<file path="config.mk">
export PLATFORM = sky130hd
export DESIGN_NAME = id_ex_stage
export DESIGN_NICKNAME = d
export VERILOG_FILES = /design/src/rtl/id_ex_stage.sv
export SDC_FILE = /design/constraint.sdc
export NUM_CORES = 1
export LEC_CHECK = 0
export ABC_AREA = 0
export CAP_MARGIN = 20
export CORE_AREA = 2 2 129 131
export DETAILED_ROUTE_END_ITERATION = 10
export DIE_AREA = 0 0 131 133
export GPL_ROUTABILITY_DRIVEN = 0
export GPL_TIMING_DRIVEN = 0
export PLACE_DENSITY = 0.82
export RECOVER_POWER = 50
export SLEW_MARGIN = 0
export SYNTH_ARGS = -nofsm -noshare
export SYNTH_HDL_FRONTEND = slang
export SYNTH_SLANG_ARGS = --single-unit
</file>
<file path="constraint.sdc">
create_clock -name clk -period 6.1 [get_ports clk]
set_input_delay 0.915 -clock clk [delete_from_list [all_inputs] [get_ports clk]]
set_output_delay 0.915 -clock clk [all_outputs]
set_load 0.1 [all_outputs]
</file>
<file path="src/rtl/id_ex_stage.sv">
// ID/EX pipeline register with load-use hazard detection, flush/hold handling
// and a saturating count of the bubbles inserted for load-use hazards.
module id_ex_stage #(
  parameter int XLEN  = 32,
  parameter int CNT_W = 16
) (
  input  logic             clk,
  input  logic             rst_n,
  input  logic             id_valid,
  input  logic             id_regwrite,
  input  logic             id_alusrc,
  input  logic             id_memread,
  input  logic             id_memwrite,
  input  logic             id_memtoreg,
  input  logic             id_branch,
  input  logic             id_jump,
  input  logic [1:0]       id_aluop,
  input  logic [4:0]       id_rs1,
  input  logic [4:0]       id_rs2,
  input  logic [4:0]       id_rd,
  input  logic [XLEN-1:0]  id_pc,
  input  logic [XLEN-1:0]  id_rs1_data,
  input  logic [XLEN-1:0]  id_rs2_data,
  input  logic [XLEN-1:0]  id_imm,
  input  logic             ex_flush,
  input  logic             ex_hold,
  output logic             ex_valid,
  output logic             ex_regwrite,
  output logic             ex_alusrc,
  output logic             ex_memread,
  output logic             ex_memwrite,
  output logic             ex_memtoreg,
  output logic             ex_branch,
  output logic             ex_jump,
  output logic [1:0]       ex_aluop,
  output logic [4:0]       ex_rs1,
  output logic [4:0]       ex_rs2,
  output logic [4:0]       ex_rd,
  output logic [XLEN-1:0]  ex_pc,
  output logic [XLEN-1:0]  ex_rs1_data,
  output logic [XLEN-1:0]  ex_rs2_data,
  output logic [XLEN-1:0]  ex_imm,
  output logic             stall,
  output logic [CNT_W-1:0] bubble_count
);

  typedef struct packed {
    logic            valid;
    logic            regwrite;
    logic            alusrc;
    logic            memread;
    logic            memwrite;
    logic            memtoreg;
    logic            branch;
    logic            jump;
    logic [1:0]      aluop;
    logic [4:0]      rs1;
    logic [4:0]      rs2;
    logic [4:0]      rd;
    logic [XLEN-1:0] pc;
    logic [XLEN-1:0] rs1_data;
    logic [XLEN-1:0] rs2_data;
    logic [XLEN-1:0] imm;
  } ex_bundle_t;

  localparam logic [CNT_W-1:0] CNT_MAX = '1;

  ex_bundle_t      ex_q, ex_d, id_bundle;
  logic [CNT_W-1:0] cnt_q, cnt_d;
  logic            rs1_used, rs2_used, load_use;

  assign id_bundle = '{
    valid:    id_valid,
    regwrite: id_regwrite,
    alusrc:   id_alusrc,
    memread:  id_memread,
    memwrite: id_memwrite,
    memtoreg: id_memtoreg,
    branch:   id_branch,
    jump:     id_jump,
    aluop:    id_aluop,
    rs1:      id_rs1,
    rs2:      id_rs2,
    rd:       id_rd,
    pc:       id_pc,
    rs1_data: id_rs1_data,
    rs2_data: id_rs2_data,
    imm:      id_imm
  };

  // JAL carries garbage in its rs1 field; JALR (alusrc=1) genuinely reads rs1.
  assign rs1_used = (id_regwrite | id_memwrite | id_branch) & ~(id_jump & ~id_alusrc);
  assign rs2_used = id_memwrite | id_branch | (id_regwrite & ~id_alusrc & ~id_jump);

  assign load_use = ex_q.valid & ex_q.memread & (ex_q.rd != 5'd0) & id_valid &
                    ((rs1_used & (id_rs1 == ex_q.rd)) | (rs2_used & (id_rs2 == ex_q.rd)));

  assign stall = ex_hold | (load_use & ~ex_flush);

  // Hold beats flush: EX re-asserts the flush once it is able to advance.
  always_comb begin
    ex_d  = ex_q;
    cnt_d = cnt_q;
    if (ex_hold) begin
      ex_d = ex_q;
    end else if (ex_flush) begin
      ex_d = '0;
    end else if (load_use) begin
      ex_d = '0;
      if (cnt_q != CNT_MAX) cnt_d = cnt_q + 1'b1;
    end else begin
      ex_d = id_bundle;
    end
  end

  // NOTE: state registers use non-blocking assignments so every flop samples
  // pre-edge values; the async reset clears the whole bundle, not just valid.
  always_ff @(posedge clk or negedge rst_n) begin
    if (!rst_n) begin
      ex_q  <= '0;
      cnt_q <= '0;
    end else begin
      ex_q  <= ex_d;
      cnt_q <= cnt_d;
    end
  end

  assign ex_valid     = ex_q.valid;
  assign ex_regwrite  = ex_q.regwrite;
  assign ex_alusrc    = ex_q.alusrc;
  assign ex_memread   = ex_q.memread;
  assign ex_memwrite  = ex_q.memwrite;
  assign ex_memtoreg  = ex_q.memtoreg;
  assign ex_branch    = ex_q.branch;
  assign ex_jump      = ex_q.jump;
  assign ex_aluop     = ex_q.aluop;
  assign ex_rs1       = ex_q.rs1;
  assign ex_rs2       = ex_q.rs2;
  assign ex_rd        = ex_q.rd;
  assign ex_pc        = ex_q.pc;
  assign ex_rs1_data  = ex_q.rs1_data;
  assign ex_rs2_data  = ex_q.rs2_data;
  assign ex_imm       = ex_q.imm;
  assign bubble_count = cnt_q;

endmodule
</file>
# --- Word-level counts from Yosys, hierarchy flattened ---
# Index checks and enable logic that the tools add are counted.
totals:
  regBits: 169
  in_bits: 157
  output_inout_bits: 170
  wordCells: 47
classes:
  n_addsub: 1
  eq_ne: 3
  muxes: 2
  n_bitwise: 22
  reduce_logical: 2
op_table:
  columns: ["op", "n"]
  rows:
  - ["2-to-1 mux 153 bit", 2]
  - ["adder 16 x 1 -> 16 bit (second input constant)", 1]
  - ["inequality test 16 bit (second input constant)", 1]
  - ["bitwise AND 1 bit", 11]
  - ["equality test 5 bit", 2]
  - ["bitwise OR 1 bit", 6]
  - ["inverter 1 bit", 5]
  - ["nonzero test 5 bit", 1]
  - ["AND reduction 4 bit", 1]

# --- Depth between registers and ports, before layout ---
depth:
  depth_word: 9
  ltp_mapped: 7
  depth_no_buf: 6

# --- Worst setup path before layout ---
# No wires, ideal clock.
synth_path:
  path_type: "reg2out"
  startpoint: "register ex_q, in the netlist ex_rd[4]"
  endpoint: "output stall"
  arrival_ns: 3.598
  setup_slack_ns: 1.587
  path_stages_with_launch: 7
  n_path_buf: 1
  path_cell_list: "dfrtp_1 > xor2_1 > or4_1 > o22ai_4 > buf_2 > nand2_1 > o21bai_1"
synth_via:
  elab_chain_cells: 6
  word_cells_on_any_way: 11
  classes_between: "2 x eq/ne; 8 x bitwise; 1 x reduce/logical"
synth_lines:
  columns: ["item", "line", "source"]
  rows:
  - ["start, declared", "68", "ex_bundle_t ex_q, ex_d, id_bundle;"]
  - ["start signal, assigned", "120", "ex_q <= '0;"]
  - ["start signal, assigned", "123", "ex_q <= ex_d;"]
  - ["equality test 5 bit / nonzero test 5 bit (equally long branches)", "96, 95", null]
  - ["bitwise AND 1 bit (on tied branches)", "96, 95", null]
  - ["bitwise OR 1 bit / bitwise AND 1 bit (equally long branches)", "96, 95", null]
  - ["bitwise AND 1 bit (*)", "95", "assign load_use = ex_q.valid & ex_q.memread & (ex_q.rd != 5'd0) & id_valid &"]
  - ["bitwise AND 1 bit (*)", "98", "assign stall = ex_hold | (load_use & ~ex_flush);"]
  - ["bitwise OR 1 bit (*)", "98", null]
  - ["end, declared", "43", "output logic stall,"]
# Mark *: on every way between the ends. The rest lies on a longest branch, timed or not.

# --- Worst setup path after layout ---
layout_path:
  startpoint: "input id_rs1[4]"
  endpoint: "output stall"
layout_via:
  elab_chain_cells: 6
layout_lines:
  columns: ["item", "line", "source"]
  rows:
  - ["start, declared", "18", "input logic [4:0] id_rs1,"]
  - ["equality test 5 bit", "96", "((rs1_used & (id_rs1 == ex_q.rd)) | (rs2_used & (id_rs2 == ex_q.rd)));"]
  - ["bitwise AND 1 bit", "96", null]
  - ["bitwise OR 1 bit", "96", null]
  - ["bitwise AND 1 bit", "95", null]
  - ["bitwise AND 1 bit", "98", null]
  - ["bitwise OR 1 bit", "98", null]
# Every way passes these cells.

==> reports/qor.yml <==
placed_design:
  portBuffers: 326
  dpl_cell_area_mm2: 0.00992
  dp_hpwl_um: 15900
  dp_cells: 988
  dp_slack_ns: 0.906
finish:
  n_antenna_cell: 0
  design_area_mm2: 0.0105
  layout.cells.non_filler: 1020
  layout.nets: 945
  area_growth_pct: 64.6
  drive_gt1_share_pct: 5.13
logic_synthesis:
  yosysWarnings: 0
  netlist_top_cells_area: "dfrtp_1, a22o_1, xnor2_1"
  synth.top_cell.area_share_pct: 66.6
  synth.ff_latch_count: 169
  synth_edf_count: 0
  synth-seq-area-share_pct: 66.6
  syn_inst: 441
  yosysTopAreaCell: "dfrtp_1"
  syn_area_per_cell_um2: 14.4
  dominantRegCellSynth: "dfrtp_1"
  synthArstFlopShare_pct: 100
  synth_cell_type_count: 32
  synth_common_cells: "dfrtp_1, a22o_1, xnor2_1"
  syn_area_mm2: 0.00635
  synth_most_common_cell: "dfrtp_1"
  synth_nets: 599
outcome:
  violations: "max-capacitance violations, max-slew violations"
  status: "finished, violations left"
sta:
  final.min_clock_period_ns: 5.52
  clock_skew_ns: 0.0109
  finalSetupViolCount: 0
  period_share_pct: 90.5
  rsz0062_at_grt: "no"
  hold_viol: 0
  worstMarginPinSlew_ns: 4.31
  drv_slew: 83
  maxSlewHeadroom_pct: -187
  setup-tns-final_ns: 0
  postLayoutSetupSlackWorst_ns: 0.581
  fmax_mhz: 181
grt:
  grt_pass1_vias: 5775
  grt_overflow: 0
  gr-usage-all-layers_pct: 23.6
  grt_first_pass_wirelength_um: 31500
  grt_start_max_net_pins: 88
  antenna_found_initial: 0
critical_path:
  crit_family: "buffers and inverters"
  crit_type: "input pin to primary output"
  r2r_end: "ex_rs2_data[3]"
  crit_start: "id_rs1[4]"
  cp-endpoint: "stall"
  critPathBufInv: 3
  cp.arrival_ns: 4.60
  worstSetupStartpointType: "input pin"
  slowest_delay_ns: 1.15
  crit_path_max_fanout: 10
  crit_path_cell_trace: "dlygate4sd3_1 -> xor2_1 -> or4_1 -> o22ai_1 -> clkbuf_1 -> nand2_1 -> o21bai_1 -> clkdlybuf4s50_1"
  cp_slowest_cell: "clkdlybuf4s50_1"
  reg2reg_slack_ns: 2.80
  cp-end-kind: "primary output"
  reg2regPathDepth: 7
  cp.depth: 8
  reg2reg_from: "ex_rd[4]"
  crit_required_ns: 5.18
power_and_ir_drop:
  p_per_area_mw_per_mm2: 322
  peakVddDrop_v: 0.000173
  cellLeakagePower_nw: 4.55
  totalPowerFinal_mw: 3.37
die:
  die_y_um: 133
  rows: 47
  initial_core_util_pct: 39.3
  io-pin-count: 327
  die_area_mm2: 0.0174
  core_area_mm2: 0.0162
  die_w_um: 131
clock_network:
  clock_latency_ns: 0.42
  hold_buffers: 0
  root_buffer: "clkbuf_16"
  cts_max_path_buffers: 2
  clkTransAtPathRegs_ns: 0.07
  cts_tree: "done"
  htree_levels: 4
  cts_buffers: 17
  cts_resized: 0
  cts.sinks: 169
  cts_setup_buffers: 0
routing:
  vias: 5388
  drtIter0Drc: 205
  routed_wirelength_um: 20800
  routed_via_density: 5.28
  first_pass_iters: 4
  wl_per_cell_um: 20.4
  drc_errors: 0
  ant_nets: 0
hold_path:
  hold_class: "flip-flop to flip-flop"
job:
  cap_violations: 1
==> through the flow <==
step	hold WS (ns)	utilization [%]
after detailed placement	0.496	61.3
final	0.506	64.7
after global routing	0.521	64.7
after global placement	0.492	61.2
after CTS	0.513	65.0
after floorplan	0.619	-
==> where the power goes <==
part           internal [mW]  switching [mW]  total [mW]
Sequential              1.20          0.0537        1.25
Combinational          0.290           0.743        1.03
Clock                  0.614           0.467        1.08
==> placed cells by master (no fill, tap or decap), types with 2 or more instances in the layout <==
cell | netlist | final
inv_6 | 0 | 5
clkdlybuf4s50_1 | 0 | 324
clkbuf_16 | 0 | 17
nand4_1 | 11 | 11
xor2_1 | 2 | 2
nor3_1 | 3 | 3
bufinv_16 | 0 | 2
clkinv_2 | 0 | 2
xnor2_1 | 23 | 23
or4_1 | 2 | 2
a21oi_1 | 1 | 2
nand2_1 | 4 | 4
and3_1 | 5 | 5
dfrtp_1 | 169 | 169
and4_1 | 2 | 2
and2_1 | 2 | 2
nor2_1 | 5 | 5
clkbuf_1 | 18 | 30
clkinv_4 | 0 | 3
nand3_1 | 10 | 10
buf_4 | 7 | 7
a22o_1 | 153 | 153
==> worst reg2reg max path, cell delays in order (launching register included) <==
cell,delay (ns)
dfrtp_1,0.46
xor2_1,0.20
or4_1,0.54
o22ai_1,0.59
a21oi_1,0.52
clkbuf_1,0.41
buf_4,0.29
a22o_1,0.19
==> kinds of logic (layout without fill, tap and decap cells) <==
kind of cell / after synthesis / in the layout / synth area share, %
AND/OR/NAND/NOR: 49 / 49 / 4.37
adder cells (fa/ha/maj): 1 / 1 / 0.197
buffers and inverters: 35 / 394 / 2.78
AO/OA/AOI/OAI: 161 / 161 / 22.5
multiplexers: 1 / 1 / 0.177
XOR/XNOR: 25 / 25 / 3.45
flip-flops: 169 / 169 / 66.6
==> registers in the layout, summed over array words and instances (netlist names), 2 cells and up <==
name / cells
bubble_count: 16
ex_aluop: 2
ex_imm: 32
ex_pc: 32
ex_rd: 5
ex_rs1: 5
ex_rs1_data: 32
ex_rs2: 5
ex_rs2_data: 32
==> routing by layer <==
| metal | GRT usage [%] | vias to the layer above | share of wire, % |
|---|---|---|---|
| met2 | 40.8 | 285 | 51 |
| met5 | 0 | - | 0 |
| li1 | - | 2390 | - |
| met4 | 8.39 | 0 | 2.4 |
| met1 | 27.1 | 2678 | 37 |
| met3 | 7.80 | 35 | 9.6 |
==> layout make-up <==
type | count | area, µm²
fillers | 1205 | 5710
flip-flops and latches | 169 | 4230
repair buffers | 327 | 3280
multi-input cells | 237 | 1920
clock buffers | 18 | 429
well taps | 220 | 275
clock inverters | 14 | 159
plain buffers | 35 | 158
==> how the worst min path moves through the flow <==
stage	from	endpoint	cells after the start
floorplan	rst_n	bubble_count[0]	0
global placement	ex_pc[15]	ex_pc[15]	1
detailed placement	bubble_count[12]	bubble_count[12]	1
CTS	bubble_count[12]	bubble_count[12]	1
global route	ex_pc[14]	ex_pc[14]	1
finish	ex_rs2_data[0]	ex_rs2_data[0]	1
No activity file was read; power rests on OpenSTA's default activity.
==> patch: new RTL, same settings <==
Change the parameter `XLEN` from 32 to 28.
--- a/src/rtl/id_ex_stage.sv
+++ b/src/rtl/id_ex_stage.sv
@@ -1,7 +1,7 @@
 // ID/EX pipeline register with load-use hazard detection, flush/hold handling
 // and a saturating count of the bubbles inserted for load-use hazards.
 module id_ex_stage #(
-  parameter int XLEN  = 32,
+  parameter int XLEN  = 28,
   parameter int CNT_W = 16
 ) (
   input  logic             clk,
Ports: changed (8 resized); port bits go from 327 to 295. The function was not compared with the original's and may differ.
==> patch against the original RTL <==
The flow still finishes with violations (max-capacitance violations, max-slew violations). Sequential cell count fell by 16. Final area shrank 8.0%. Global-route usage decreased by 2.1 points. Sequential power decreased by 9.6%. Synthesized area fell by 8.6%. Setup slack improved by 0.38 ns. Power shrank 8.0%. Utilization fell by 5.2 points. Register-to-register slack improved by 0.35 ns. Wire length fell by 9.2%. Largest cell class unchanged.
==> patch: results (changes against the original RTL) <==
Status = finished, violations left
Violated checks = max-capacitance violations, max-slew violations
Worst VDD drop = 0.1872 mV (+8.1%)
Cell variety after synth = 28 (-13%)
Compound-Gate Fraction of Synth Area = 0.2171 (-0.007622)
Register area share after synthesis = 0.6596 (-0.005991)
Finished Layout Cells = 950 (-6.9%)
Pin count of the biggest net entering global routing = 86 (-2.3%)
DP Wirelength = 14,300 um (-9.8%)
DRT iter0 DRCs = 144 (-30%)
Met3 wire length = 1776 um (-12%)
Vias in the first global route = 5,022 (-13%)
Max_slew headroom = -1.505 (+0.3692)
Hold WC Path Type = flip-flop to flip-flop
Top cells by area, synth = dfrtp_1, a22o_1, buf_6
Routed met2 length = 9596 um (-9.0%)
Max incr delay on CP = 1.16 ns
Post-synthesis adder-cell area fraction = 0.002156 (+0.0001864)
Inserted Clock Buffers = 17 (unchanged)
EDFF count, synth = 0 (unchanged)
Clock Skews = 0.008505 ns (-0.002440 ns)
Nets = 859 (-9.1%)
R2R depth = 8 (+1)
Fillers = 1,255 (+4.1%)
Mux contribution to synthesized area = 0.001940 (+0.0001677)
Initial antenna violation count = 1 (+1)
Max Used Layer = met4
Vias = 4,801 (-11%)
Pre-CTS setup slack = 1.319 ns (+0.4125 ns)
Largest family of logic cells by synthesized area = compound AO/OA/AOI/OAI gates
First-pass GRT wire length = 28,280 um (-10%)
M1 wire length = 7138 um (-8.4%)
Share of layout cells above drive strength 1 = 0.06447 (+0.01322)
Worst Path Max Fanout = 9 (-1)
Fin. max-slew vios = 69 (-17%)
Max Buffers Root-to-Sink = 2 (unchanged)
Total Routing Usage GR = 0.2149 (-0.02091)
XOR/XNOR Fraction of Synth Area = 0.03621 (+0.001752)
First-pass DRT Iterations = 4 (unchanged)
CP Data Arrival Time = 4.22 ns (-0.38 ns)
Critical Path Stages = 7 (-1)
Worst skew pair latency = 0.42 ns (about the same)
Placed instance area = 9051 sq um (-8.8%)
Synth top cells by count = dfrtp_1, a22o_1, buf_6, clkbuf_1, xor2_1
Maxcap violations = 1 (unchanged)
Leak pwr = 4.370 nW (-4.0%)
Cell count after placement = 918 (-7.1%)
Port bufs = 294 (-9.8%)
YS warnings = 0 (unchanged)
Post-synthesis cell count = 403 (-8.6%)
Post-Syn Nets = 545 (-9.0%)
Final wirelength = 18,920 um (-9.2%)
[patch: cell count changes in the layout (fill, tap and decap cells not counted), sizes merged, moves of 7 or more]
cell,before,now
a22o,153,137
buf,8,15
clkbuf,47,37
clkdlybuf4s50,324,234
dfrtp,169,153
dlygate4sd3,1,59
xnor2,23,11
xor2,2,13
[patch: where the power goes]
group          total (W)  switching (W)  internal (W)
clock network    0.00105       0.000417      0.000631
registers        0.00113      0.0000445       0.00109
logic           0.000919       0.000665      0.000255
total            0.00310        0.00113       0.00197
[patch: cell type report]
type                    count  area (sq um)  area share
flip-flops and latches    153          3829      0.3981
repair buffers            295          2964      0.3082
multi-input cells         216          1724      0.1793
clock buffers              20         466.7     0.04853
well taps                 220         275.3     0.02862
plain buffers              30         217.7     0.02264
clock inverters            11         122.6     0.01275
inverters                   4         15.01    0.001561
diodes                      1         2.502   0.0002602
[patch: path summary, 6_finish.rpt]
path,start,to,slack (ns)
worst max-delay path,id_alusrc,stall,0.96
worst min-delay path,ex_pc[11]$_DFFE_PN0N_,ex_pc[11]$_DFFE_PN0N_,0.50
worst max register to register,ex_rd[4]$_DFFE_PN0N_,ex_rs1_data[6]$_DFFE_PN0N_,3.15
worst min register to register,ex_pc[11]$_DFFE_PN0N_,ex_pc[11]$_DFFE_PN0N_,0.50
max in group asynchronous,rst_n,ex_pc[24]$_DFFE_PN0N_,2.20
min in group asynchronous,rst_n,ex_rs2_data[14]$_DFFE_PN0N_,1.79
[patch: per-layer routing]
metal	GRT usage	vias to the layer above
li1	-	2171
met1	0.2458	2366
met2	0.3659	231
met3	0.07440	33
met4	0.08452	0
met5	0	-
